[src/rtl/frame_compositor.sv]
// rtl/frame_compositor.sv - game-state FSM, BCD score counter and registered pixel compositor
module frame_compositor #(
  parameter int GROUND_ROW = 402,
  parameter int SCORE_DIV  = 6
) (
  input  logic        CLK,
  input  logic        RESET,
  input  logic        frame_tick,
  input  logic        video_on,
  input  logic [8:0]  row_addr,
  input  logic [9:0]  col_addr,
  input  logic        dino_px,
  input  logic        cactus_px,
  input  logic        start_btn,
  output logic [11:0] rgb,
  output logic        running,
  output logic        game_over,
  output logic [15:0] score
);

  localparam int DIV_W = (SCORE_DIV > 1) ? $clog2(SCORE_DIV) : 1;
  localparam logic [DIV_W-1:0] DIV_LAST = DIV_W'(SCORE_DIV - 1);
  localparam logic [8:0] GROUND = 9'(GROUND_ROW);

  typedef enum logic [1:0] {
    IDLE = 2'd0,
    RUN  = 2'd1,
    OVER = 2'd2
  } state_t;

  state_t           state_q, state_d;
  logic             start_prev_q, start_prev_d;
  logic             hit_q, hit_d;
  logic [DIV_W-1:0] div_q, div_d;
  logic [15:0]      score_q, score_d;
  logic [11:0]      rgb_q, rgb_d;

  logic start_edge;
  logic hit_now;

  // Column address is carried for future layering only.
  logic unused_col;
  assign unused_col = ^col_addr;

  // Increment four packed BCD digits with ripple carry, saturating at 9999.
  function automatic logic [15:0] bcd_inc(input logic [15:0] v);
    logic [15:0] r;
    logic        carry;
    r     = v;
    carry = 1'b1;
    if (v != 16'h9999) begin
      for (int i = 0; i < 4; i++) begin
        if (carry) begin
          if (r[i*4 +: 4] == 4'd9) begin
            r[i*4 +: 4] = 4'd0;
          end else begin
            r[i*4 +: 4] = r[i*4 +: 4] + 4'd1;
            carry       = 1'b0;
          end
        end
      end
    end
    return r;
  endfunction

  assign start_edge = start_btn & ~start_prev_q;
  assign hit_now    = video_on & dino_px & cactus_px;

  // Next-state logic for the game FSM, hit flag, frame divider and score.
  always_comb begin
    state_d      = state_q;
    start_prev_d = start_btn;
    hit_d        = hit_q;
    div_d        = div_q;
    score_d      = score_q;
    unique case (state_q)
      IDLE, OVER: begin
        // A start edge wins over a same-cycle frame_tick: fresh game, no counting.
        if (start_edge) begin
          state_d = RUN;
          hit_d   = 1'b0;
          div_d   = '0;
          score_d = '0;
        end
      end
      RUN: begin
        if (frame_tick) begin
          hit_d = 1'b0;
          // A collision on the tick cycle still belongs to the frame that is ending.
          if (hit_q || hit_now) begin
            state_d = OVER;
          end else if (div_q == DIV_LAST) begin
            div_d   = '0;
            score_d = bcd_inc(score_q);
          end else begin
            div_d = div_q + 1'b1;
          end
        end else if (hit_now) begin
          hit_d = 1'b1;
        end
      end
      default: state_d = IDLE;
    endcase
  end

  // Pixel priority: blanking, dinosaur, obstacle, ground line, background.
  always_comb begin
    rgb_d = 12'hFFF;
    if (!video_on)                rgb_d = 12'h000;
    else if (dino_px)             rgb_d = 12'h333;
    else if (cactus_px)           rgb_d = 12'h070;
    else if (row_addr == GROUND)  rgb_d = 12'h555;
    else if (state_q == OVER)     rgb_d = 12'hF88;
  end

  // State registers; button history resets high so a held button is not an edge.
  always_ff @(posedge CLK or posedge RESET) begin
    if (RESET) begin
      state_q      <= IDLE;
      start_prev_q <= 1'b1;
      hit_q        <= 1'b0;
      div_q        <= '0;
      score_q      <= '0;
      rgb_q        <= '0;
    end else begin
      state_q      <= state_d;
      start_prev_q <= start_prev_d;
      hit_q        <= hit_d;
      div_q        <= div_d;
      score_q      <= score_d;
      rgb_q        <= rgb_d;
    end
  end

  assign rgb       = rgb_q;
  assign score     = score_q;
  assign running   = (state_q == RUN);
  assign game_over = (state_q == OVER);

endmodule

[config.mk]
export PLATFORM = sky130hd
export DESIGN_NAME = frame_compositor
export DESIGN_NICKNAME = d
export VERILOG_FILES = /design/src/rtl/frame_compositor.sv
export SDC_FILE = /design/constraint.sdc
export NUM_CORES = 1
export LEC_CHECK = 0
export CAP_MARGIN = 20
export CORE_MARGIN = 2
export CORE_UTILIZATION = 35
export CTS_CLUSTER_DIAMETER = 120
export DETAILED_ROUTE_END_ITERATION = 8
export SLEW_MARGIN = 20
export SYNTH_ARGS = -nofsm -noshare
export SYNTH_HDL_FRONTEND = slang
export SYNTH_SLANG_ARGS = --single-unit
[constraint.sdc]
create_clock -name CLK -period 2.2 [get_ports CLK]
set_input_delay 0.22 -clock CLK [delete_from_list [all_inputs] [get_ports CLK]]
set_output_delay 0.22 -clock CLK [all_outputs]
set_load 0.01 [all_outputs]
==> flow_summary_export.csv <==
group,metric,value,unit
route,drtIter0Drc,46,
global_routing,grt_max_degree,34,
critical_path,startpoint_type,"register",
final_layout,layout.nets,258,
placement,dp.cells,287,
critical_path,crit_start,"state_q[0]$_DFFE_PP0P_",
die,die_width,76.7,um
final_layout,mostFrequentLayoutCells,"clkdlybuf4s50_1, dfrtp_1, nor2_1",
critical_path,r2r_end,"score[0]$_DFFE_PP0P_",
timing,finClkSkew,6.33,ps
power_and_ir_drop,total_leakage_power,1.09,nW
die,fp.dieH,76.7,um
critical_path,r2r_slack,370,ps
placement,port_buffers,45,
timing,final-setup-viol-count,0,
global_routing,grt_pass1_wl,7200,um
die,num_rows,26,
synthesis,async_flop_share,1.00,
status,status,"finished, final reports clean",
synthesis,syn_nets,204,
power_and_ir_drop,ir_drop,518,uV
die,coreArea,0.00511,mm^2
cts,clock-sinks,33,
die,floorplan.die_area,0.00588,mm^2
critical_path,cp.depth,3,
global_routing,grtUsageTotal,0.153,
timing,timing.slew.headroom,0.703,
cts,post-cts-setup-buffer-count,0,
timing,finalHoldViolations,0,
timing,rsz0062_at_grt,"no",
cts,cts_hold_buf,0,
synthesis,synth-edff-count,0,
synthesis,ys_ff_latch,33,
synthesis,postSynthAreaPerCell,10.9,um^2
timing,clock.fmax,511,MHz
synthesis,netlist_area,0.00185,mm^2
final_layout,final_common_cell,"clkdlybuf4s50_1",
power_and_ir_drop,p_seq_frac,0.364,
route,routed_wl,4060,um
critical_path,slowest_stage,"clkdlybuf4s50_1",
placement,routabilityCongestion,0.740,
cts,clkTransAtPathRegs,70,ps
route,post_drt_wl_per_cell,13.8,um
critical_path,crit_path_end,"running",
critical_path,required,1980,ps
critical_path,crit_type,"register to output pin",
route,drt_pass1_iterations,4,
power_and_ir_drop,p_switching,843,uW
global_routing,antenna_found_initial,0,
critical_path,path_cells,"nand2b_1 > inv_8 > clkdlybuf4s50_1",
cts,cts_max_level,2,
power_and_ir_drop,power.total,2.25,mW
timing,fin_crit_sh,0.889,
min_path,hold_path_class,"input pin to asynchronous set/reset pin",
final_layout,area_delta_synth_final,35.4,%
critical_path,cp_data_arrival_time,1740,ps
power_and_ir_drop,combPwrFrac,0.410,
synthesis,synthCells,170,
run,cap_violations,0,
timing,slew_violations,0,
final_layout,finish.utilization,0.490,
cts,cts_tree,"built",
cts,cts_max_path_buffers,2,
timing,period_minus_slack,1960,ps
critical_path,worstReg2RegStart,"state_q[0]$_DFFE_PP0P_",
cts,insertion_delay,280,ps
cts,cts-buffers-inserted,5,
critical_path,cp_max_fo,9,
critical_path,cpPeakStageDelay,540,ps
power_and_ir_drop,clock_power_share,0.225,
critical_path,crit_buf_inv,2,
power_and_ir_drop,power.density,897,mW/mm^2
global_routing,first_global_vias,1512,
cts,cts-root-buf,"clkbuf_8",
route,avgViaCountPerCell,5.09,
synthesis,yosys_warnings,0,
power_and_ir_drop,sw_frac_of_total,0.375,
cts,ctsResizeCount,0,
final_layout,n_antenna_cell,0,
final_layout,fin_cells,295,
global_routing,grt_overflow,0,
timing,tightest_slew,444,ps
die,io_pins,56,
route,dr_total_vias,1503,
route,postRouteAntennaNets,0,
synthesis,synth_flop_cell,"dfrtp_1",
synthesis,ys_seq_area_frac,0.447,
power_and_ir_drop,p_int,1.40,mW
final_layout,drive_gt1_frac,0.142,
route,drc,0,
critical_path,rr_worst_depth,5,
placement,place_hpwl,3040,um
timing,final.setup.tns,0,ps
synthesis,yosysUniqueCellTypes,58,
critical_path,cp-end-kind,"output pin",
critical_path,critPathTopFamily,"buffers and inverters",
die,start_util,0.362,
[sequential cells by signal, summed over array words and instances (netlist names)]
name / flops
score: 16
rgb: 10
div_q: 3
state_q: 2
hit_q: 1
start_prev_q: 1
[routing by layer]
layer  vias up  share of wire  track usage
met5         -              0            0
met4         0          0.015       0.0636
met3         5          0.032       0.0447
met2        28           0.47        0.235
met1       730           0.48        0.202
li1        740              -            -
[cell families after synthesis]
group | synth area share
compound gates | 0.201
fa+ha+maj | 0.0541
simple gates | 0.206
xor+xnor | 0.00474
mux | 0.0419
buf+inv | 0.0446
flops | 0.447
[final cells by class]
| type | instances | area, um^2 |
|---|---|---|
| Fill cell | 522 | 2600 |
| Multi-Input combinational cell | 121 | 940 |
| Sequential cell | 33 | 827 |
| Timing Repair Buffer | 51 | 495 |
| Clock buffer | 7 | 96.3 |
| Tap cell | 70 | 87.6 |
| Inverter | 12 | 52.6 |
| Clock inverter | 1 | 5.00 |
[through the flow]
stage / setup WS, ps / hold slack (ps) / cell area (um^2)
final: 244 / 323 / 2500
after global routing: 151 / 398 / 2500
after detailed placement: 193 / 480 / 2400
after global placement: 208 / 481 / 2400
after floorplan: 463 / 224 / 1850
after CTS: 223 / 336 / 2500
[how the worst min path moves through the flow]
stage                         startpoint                endpoint  slack [ps]  depth (start not counted)
floorplan                      start_btn  start_prev_q$_DFF_PP1_         220                          0
global placement    div_q[2]$_DFFE_PP0P_    div_q[2]$_DFFE_PP0P_         480                          1
detailed placement  div_q[2]$_DFFE_PP0P_    div_q[2]$_DFFE_PP0P_         480                          1
CTS                                RESET    score[3]$_DFFE_PP0P_         340                          3
global route                       RESET    score[0]$_DFFE_PP0P_         400                          3
finish                             RESET    score[1]$_DFFE_PP0P_         320                          3
[cells in the mapped netlist, types with 2 or more instances]
library cell	count	area share
nand2b_1	2	0.0068
dfrtp_1	32	0.43
a32oi_1	2	0.0095
nor3_1	6	0.016
nand2_1	7	0.014
nand3b_1	4	0.016
a21boi_0	3	0.012
a31oi_1	5	0.017
o31a_1	2	0.0095
a211oi_2	2	0.014
mux2_1	6	0.037
nor3_2	2	0.011
nor2_1	13	0.026
and2_1	2	0.0068
buf_4	2	0.0081
a21o_1	3	0.012
and3b_1	5	0.024
ha_1	8	0.054
a21oi_1	5	0.014
o22ai_1	2	0.0068
o21ai_0	6	0.016
inv_1	11	0.022
nand3_1	5	0.014
[worst reg2reg max path, cell delays in order (launching register included)]
cell and delay, ps:
dfrtp_1 440, nand2b_1 290, inv_8 180, a31oi_4 160, a211oi_2 300, mux2_1 350
[power groups by stage]
| stage | sequential (mW) | combinational [mW] | clock, mW |
|---|---|---|---|
| global route | 0.841 | 1.03 | 0.550 |
| global placement | 0.826 | 0.919 | 0 |
| detailed placement | 0.828 | 0.928 | 0 |
| CTS | 0.818 | 0.931 | 0.527 |
| finish | 0.819 | 0.922 | 0.506 |
| floorplan | 0.838 | 0.599 | 0 |
No activity file was read; power rests on OpenSTA's default activity.
